<file path="src/rtl/bin_to_7seg_if.sv">
// bin_to_7seg_if: value/segment bundle between a binary value source and the
// four-digit seven-segment converter.
//   IN_i            12-bit unsigned value to display (0-4095)
//   OUTa_o..OUTg_o  segments a-g, one bit per digit
//                   (bit 0 units, 1 tens, 2 hundreds, 3 thousands), active-high
// master: value source / display consumer side; slave: converter side.
interface bin_to_7seg_if;
   localparam int unsigned IN_W  = 12;
   localparam int unsigned DIG_N = 4;

   logic [IN_W-1:0]  IN_i;
   logic [DIG_N-1:0] OUTa_o;
   logic [DIG_N-1:0] OUTb_o;
   logic [DIG_N-1:0] OUTc_o;
   logic [DIG_N-1:0] OUTd_o;
   logic [DIG_N-1:0] OUTe_o;
   logic [DIG_N-1:0] OUTf_o;
   logic [DIG_N-1:0] OUTg_o;

   modport master (
      output IN_i,
      input  OUTa_o, OUTb_o, OUTc_o, OUTd_o, OUTe_o, OUTf_o, OUTg_o
   );

   modport slave (
      input  IN_i,
      output OUTa_o, OUTb_o, OUTc_o, OUTd_o, OUTe_o, OUTf_o, OUTg_o
   );
endinterface

</file>
<file path="src/rtl/bin_to_7seg.sv">
// bin_to_7seg: registered 12-bit binary to four-digit seven-segment converter.
// Combinational double-dabble turns IN_i into four BCD digits, each digit is
// decoded to an active-high abcdefg pattern, and all 28 segment bits are
// registered on the rising clock edge (one cycle latency, no leading-zero
// blanking).
//   CLK_i  system clock
//   RST_i  asynchronous active-high reset, blanks every segment output
//   bus    slave side of bin_to_7seg_if (IN_i in, OUTa_o..OUTg_o out)
module bin_to_7seg (
   input  logic          CLK_i,
   input  logic          RST_i,
   bin_to_7seg_if.slave  bus
);
   localparam int unsigned IN_W  = 12;
   localparam int unsigned DIG_N = 4;
   localparam int unsigned DIG_W = 4;
   localparam int unsigned BCD_W = DIG_N * DIG_W;
   localparam int unsigned SEG_N = 7;

   // Decode one BCD digit to abcdefg (bit 6 = a ... bit 0 = g); 10-15 stay dark.
   function automatic logic [SEG_N-1:0] seg_of(input logic [DIG_W-1:0] dig);
      logic [SEG_N-1:0] pat;
      case (dig)
         4'd0:    pat = 7'b1111110;
         4'd1:    pat = 7'b0110000;
         4'd2:    pat = 7'b1101101;
         4'd3:    pat = 7'b1111001;
         4'd4:    pat = 7'b0110011;
         4'd5:    pat = 7'b1011011;
         4'd6:    pat = 7'b1011111;
         4'd7:    pat = 7'b1110000;
         4'd8:    pat = 7'b1111111;
         4'd9:    pat = 7'b1111011;
         default: pat = 7'b0000000;
      endcase
      return pat;
   endfunction

   logic [BCD_W-1:0] bcd;

   // Double dabble: before each shift, any digit >= 5 gets +3 so it carries
   // correctly into the next digit after doubling.
   always_comb begin
      bcd = '0;
      for (int i = IN_W - 1; i >= 0; i--) begin
         for (int k = 0; k < DIG_N; k++) begin
            if (bcd[k*DIG_W +: DIG_W] >= 4'd5) begin
               bcd[k*DIG_W +: DIG_W] = bcd[k*DIG_W +: DIG_W] + 4'd3;
            end
         end
         bcd = {bcd[BCD_W-2:0], bus.IN_i[i]};
      end
   end

   logic [DIG_N-1:0] nxt_a, nxt_b, nxt_c, nxt_d, nxt_e, nxt_f, nxt_g;

   // Per-digit decode, regrouped so each segment output carries one bit per digit.
   always_comb begin
      logic [SEG_N-1:0] pat;
      pat   = '0;
      nxt_a = '0;
      nxt_b = '0;
      nxt_c = '0;
      nxt_d = '0;
      nxt_e = '0;
      nxt_f = '0;
      nxt_g = '0;
      for (int k = 0; k < DIG_N; k++) begin
         pat      = seg_of(bcd[k*DIG_W +: DIG_W]);
         nxt_a[k] = pat[6];
         nxt_b[k] = pat[5];
         nxt_c[k] = pat[4];
         nxt_d[k] = pat[3];
         nxt_e[k] = pat[2];
         nxt_f[k] = pat[1];
         nxt_g[k] = pat[0];
      end
   end

   // Output register; reset blanks the display and drops any in-flight value.
   always_ff @(posedge CLK_i or posedge RST_i) begin
      if (RST_i) begin
         bus.OUTa_o <= '0;
         bus.OUTb_o <= '0;
         bus.OUTc_o <= '0;
         bus.OUTd_o <= '0;
         bus.OUTe_o <= '0;
         bus.OUTf_o <= '0;
         bus.OUTg_o <= '0;
      end else begin
         bus.OUTa_o <= nxt_a;
         bus.OUTb_o <= nxt_b;
         bus.OUTc_o <= nxt_c;
         bus.OUTd_o <= nxt_d;
         bus.OUTe_o <= nxt_e;
         bus.OUTf_o <= nxt_f;
         bus.OUTg_o <= nxt_g;
      end
   end
endmodule

</file>
<file path="src/flat_wrapper.sv">
// flat-port wrapper written by rule: the top's interface ports become plain ports
module bin_to_7seg_flat 
  (CLK_i, RST_i, bus_IN_i, bus_OUTa_o, bus_OUTb_o, bus_OUTc_o, bus_OUTd_o, bus_OUTe_o, bus_OUTf_o, bus_OUTg_o);
  bin_to_7seg_if bus_i ();
  input  logic CLK_i;
  input  logic RST_i;
  input wire logic [$bits(bus_i.IN_i)-1:0] bus_IN_i;
  output wire logic [$bits(bus_i.OUTa_o)-1:0] bus_OUTa_o;
  output wire logic [$bits(bus_i.OUTb_o)-1:0] bus_OUTb_o;
  output wire logic [$bits(bus_i.OUTc_o)-1:0] bus_OUTc_o;
  output wire logic [$bits(bus_i.OUTd_o)-1:0] bus_OUTd_o;
  output wire logic [$bits(bus_i.OUTe_o)-1:0] bus_OUTe_o;
  output wire logic [$bits(bus_i.OUTf_o)-1:0] bus_OUTf_o;
  output wire logic [$bits(bus_i.OUTg_o)-1:0] bus_OUTg_o;
  assign bus_i.IN_i = bus_IN_i;
  assign bus_OUTa_o = bus_i.OUTa_o;
  assign bus_OUTb_o = bus_i.OUTb_o;
  assign bus_OUTc_o = bus_i.OUTc_o;
  assign bus_OUTd_o = bus_i.OUTd_o;
  assign bus_OUTe_o = bus_i.OUTe_o;
  assign bus_OUTf_o = bus_i.OUTf_o;
  assign bus_OUTg_o = bus_i.OUTg_o;
  bin_to_7seg u_core (.CLK_i(CLK_i), .RST_i(RST_i), .bus(bus_i));
endmodule
</file>
<file path="config.mk">
export PLATFORM = sky130hd
export DESIGN_NAME = bin_to_7seg_flat
export DESIGN_NICKNAME = d
export VERILOG_FILES = /design/src/rtl/bin_to_7seg_if.sv /design/src/rtl/bin_to_7seg.sv /design/src/flat_wrapper.sv
export SDC_FILE = /design/constraint.sdc
export NUM_CORES = 1
export LEC_CHECK = 0
export BUFFER_PORTS_ARGS = -buffer_cell sky130_fd_sc_hd__clkbuf_2
export CAP_MARGIN = 20
export CORE_MARGIN = 5
export CORE_UTILIZATION = 56
export DETAILED_ROUTE_END_ITERATION = 6
export GPL_TIMING_DRIVEN = 0
export PLACE_DENSITY = 0.78
export SETUP_SLACK_MARGIN = 0.3
export SLEW_MARGIN = 20
export SYNTH_ARGS = -nofsm -noshare
export SYNTH_HDL_FRONTEND = slang
export SYNTH_SLANG_ARGS = --single-unit
</file>
<file path="constraint.sdc">
create_clock -name CLK_i -period 1.1 [get_ports CLK_i]
set_clock_uncertainty 0.2 [all_clocks]
set_input_delay 0 -clock CLK_i [delete_from_list [all_inputs] [get_ports CLK_i]]
set_output_delay 0 -clock CLK_i [all_outputs]
set_load 0.02 [all_outputs]
</file>
==> impl_metrics.ini, run 1 <==
[timing]
grt_repair_worst_endpoint = u_core.bus.OUTe_o[0]$_DFF_PP0_/D
endpoint_type = register input

[placement]
io_buffers = 41
place_inst = 668
place_congestion = 0.854
hpwl_mm = 7.83

[logic_synthesis]
synth_ff_type = dfrtp_1
synth_edf_count = 0
yosysWarnings = 0
syn_area_per_cell_um2 = 8.35
async_reset_ff_frac = 1.00
ys_seq_area_frac = 0.160
synth.distinct_cells = 87
ys_ff_latch = 28
syn-cell-area_mm2 = 0.00438
synth_cells = 525
syn_nets = 596

[floorplanning]
fp.dieW_um = 98.5
num_rows = 32
start_util = 0.570
die_h_um = 98.5
io_pins = 42

[clocking]
cts.sink_count = 28
cts_buffer_depth = 2
cts_buffers = 3
cts_root_buf = clkbuf_8
cts_max_level = 1

[outcome]
outcome = did not finish
firstError = [ERROR DPL-0038] Utilization greater than 100%, impossible to legalize
haltStage = 5_1_grt

[global_route]
grt_max_degree = 29
## kinds of logic after synthesis
kind of cell	synth area share
xor+xnor	0.0211
compound gates	0.315
flops	0.160
simple gates	0.224
fa+ha+maj	0.163
mux	0.0659
buf+inv	0.0517
## what timing repair did
| item | CTS |
|---|---|
| pin swaps | 62 |
| endpoints found under the setup margin | 84 |
| hold endpoints to repair | 31 |
| buffers inserted | 118 |
| gates resized for setup | 225 |
## cell usage after synthesis (3+ instances only)
library cell  count  area share
o211a_1           3      0.0068
o211ai_1         16       0.027
o21a_1           13       0.022
o21ai_1           8      0.0091
nor2_1           19       0.016
nand3_1          13       0.015
o21ai_0          31       0.035
o31ai_1           5      0.0086
ha_1             57        0.16
inv_1            49       0.042
and2_1           14       0.020
or4_4             4       0.010
o211ai_2          3      0.0086
a32o_1            3      0.0068
or3_4             3      0.0077
o31a_1            3      0.0060
or2_2             6      0.0086
nand2b_1         15       0.021
dfrtp_1          28        0.16
o2111a_1          3      0.0077
xnor2_1           7       0.014
o22ai_1           3      0.0043
nand2_1          34       0.029
mux2i_1          14       0.032
and3_1            5      0.0071
a21oi_1          26       0.030
clkbuf_1          3      0.0026
a31oi_1          13       0.019
and4_1            3      0.0060
o221ai_1          4      0.0080
a211o_1           4      0.0080
nor3_1           16       0.018
nor2b_1           9       0.013
a21o_1            5      0.0086
or3_1             7       0.010
mux2_2           12       0.031
a211oi_1          3      0.0051
## through the flow
step	setup TNS [ns]	worst slack, ns	hold slack, ns	cell area [µm²]	utilization
CTS	-209.43	-7.74	-0.415	7080	0.921
detailed placement	-251.65	-9.62	0.0539	5090	0.662
global placement	-244.04	-9.31	0.0406	5090	0.662
floorplan	-216.69	-8.30	-0.135	4750	-
==> run 2, diff against run 1 <==
- CORE_UTILIZATION: 56 -> 40
- PLACE_DENSITY: 0.78 -> unset
- PLACE_DENSITY_LB_ADDON: unset -> 0.15
- SETUP_SLACK_MARGIN: 0.3 -> unset
==> run 2 against run 1 <==
The flow now finishes, with violations (negative setup slack). Synthesized cell count unchanged. Synthesized area unchanged.
==> impl_metrics.ini, run 2 <==
[logic_synthesis]
ys_seq_area_frac = 0.160
synth.most_common_cell = ha_1
async_reset_ff_frac = 1.00
ys_ff_latch = 28
synth_edf_count = 0
synth_ff_type = dfrtp_1
synth_top_area_frac = 0.163
synthTopCellsByArea = ha_1 (16%), dfrtp_1 (16%), inv_1 (4.2%)
syn_nets = 596
synth_top_cell_by_area = ha_1
syn-cell-area_mm2 = 0.00438
synth_cells = 525
yosysWarnings = 0
syn_area_per_cell_um2 = 8.35
synth_commonest_cells = ha_1 (57), inv_1 (49), nand2_1 (34)
synth.distinct_cells = 87

[clocking]
cts_buffers = 3
cts_root_buf = clkbuf_8
cts.sink_count = 28
cts_max_level = 1
cts_buffer_depth = 2
clk_pin_slew_ns = 0.09
cts_tree = yes

[setup_path]
crit_path_start_kind = input port
critical_path_arrival_ns = 8.96
cpPeakStageDelay_ns = 0.45
path_max_fanout = 4
slowest_stage = or4_4
path_class = input port to register
crit_required_ns = 1.05
cp-end-kind = register
crit_path_frequent_cell = ha_4

[placement]
hpwl_mm = 8.01
io_buffers = 41
place_congestion = 0.835

[timing]
rsz0062_at_grt = true
fin_ws_ns = -7.90
setup_violations = 28
maxSlewViolCount = 0
worst_pin_slew_ns = 0.923
period_minus_slack_ns = 9.00
fin_crit_sh = 8.19
fin_setup_tns_ns = -212.86
relSlewSlack = 0.381
fmax_mhz = 111
hold_viol_final = 0

[floorplanning]
fp.dieW_um = 115
core_mm2 = 0.0108
die-area_mm2 = 0.0132
io_pins = 42
start_util = 0.406
die_h_um = 115
num_rows = 38

[global_route]
grt_use_total = 0.184
grt_max_degree = 29
grt-ovfl-total = 0
grt_pass1_wl_mm = 21.0
antenna_found_initial = 0
grt_pass1_vias = 4675

[drt]
vias = 4719
drc_errors = 0
firstDrtPassIters = 6
drt_wl_total_mm = 12.8
ant_nets = 0
detail_route.wl_per_cell_um = 15.2
via_per_inst = 5.61
drtIter0Drc = 225

[outcome]
outcome = complete, but fails checks
violations = negative setup slack

[final_layout]
fillers = 790
area_growth_pct = 64.9
layout_commonest_cell = buf_4
drive_above_1_share = 0.599
final_cell_mix = buf_4 (115), clkbuf_2 (39), ha_4 (37), inv_1 (29), dfrtp_1 (28)
nNetsFinal = 773
antenna_cells = 0

[run]
drv_cap = 0

[min_path]
min_path_type = input port to register
-- run 2: worst max-delay path: cells and delay by family --
family	cells	cell delay (ns)
simple gates	20	2.98
compound gates	15	2.42
fa+ha+maj	10	1.66
buf+inv	12	0.96
xor+xnor	4	0.85
mux	1	0.06
-- run 2: kinds of logic after synthesis --
| family | after synthesis | share of synthesized area |
|---|---|---|
| XOR/XNOR | 9 | 0.0211 |
| flip-flops | 28 | 0.160 |
| buffers and inverters | 56 | 0.0517 |
| adder cells (fa/ha/maj) | 57 | 0.163 |
| AO/OA/AOI/OAI | 182 | 0.315 |
| AND/OR/NAND/NOR | 166 | 0.224 |
| multiplexers | 27 | 0.0659 |
-- run 2: per-layer routing --
| metal | global-route usage | part of all wire |
|---|---|---|
| met5 | 0 | 0 |
| met4 | 0.0235 | 0.0093 |
| met3 | 0.0180 | 0.021 |
| met2 | 0.347 | 0.52 |
| met1 | 0.233 | 0.45 |
-- run 2: what timing repair did --
action,in CTS,in global routing
endpoints found under the hold margin,30,28
hold buffers,2,1
endpoints found under the setup margin,28,28
setup buffers,108,24
pin swaps,70,57
gates resized for setup,143,81
-- run 2: through the flow --
| stage | area [µm²] | cells | util | worst slack [ns] | hold slack [ns] |
|---|---|---|---|---|---|
| 6_report | 7230 | 841 | 0.670 | -7.90 | 0.0462 |
| 5_1_grt | 7230 | 841 | 0.670 | -8.26 | 0.0788 |
| 4_1_cts | 6700 | 817 | 0.621 | -7.79 | -0.223 |
| 2_1_floorplan | 4750 | 525 | - | -8.30 | -0.135 |
| 3_5_place_dp | 5130 | 706 | 0.476 | -9.57 | 0.0460 |
| 3_3_place_gp | 5130 | 706 | 0.476 | -9.44 | 0.0512 |
-- run 2: final cells by class --
type,count,area [µm²],share of cell area
inverters,49,214,0.0296
multi-input cells,441,4750,0.657
repair buffers,175,1300,0.179
plain buffers,4,36.3,0.00502
well taps,140,175,0.0242
clock buffers,4,55.1,0.00762
flip-flops and latches,28,701,0.0969
-- run 2: worst paths after layout --
path / start / to / slack, ns / depth (start not counted)
setup / recovery: bus_IN_i[10] / u_core.bus.OUTg_o[0]$_DFF_PP0_ / -7.90 / 62
hold / removal: bus_IN_i[0] / u_core.bus.OUTa_o[0]$_DFF_PP0_ / 0.05 / 4
max in group asynchronous: RST_i / u_core.bus.OUTc_o[1]$_DFF_PP0_ / 0.21 / 3
min in group asynchronous: RST_i / u_core.bus.OUTd_o[3]$_DFF_PP0_ / 0.10 / 3
Power of run 2 is left out: the tool's default activity adds up to more than one toggle a clock period on the data nets, which glitch-free logic cannot reach.
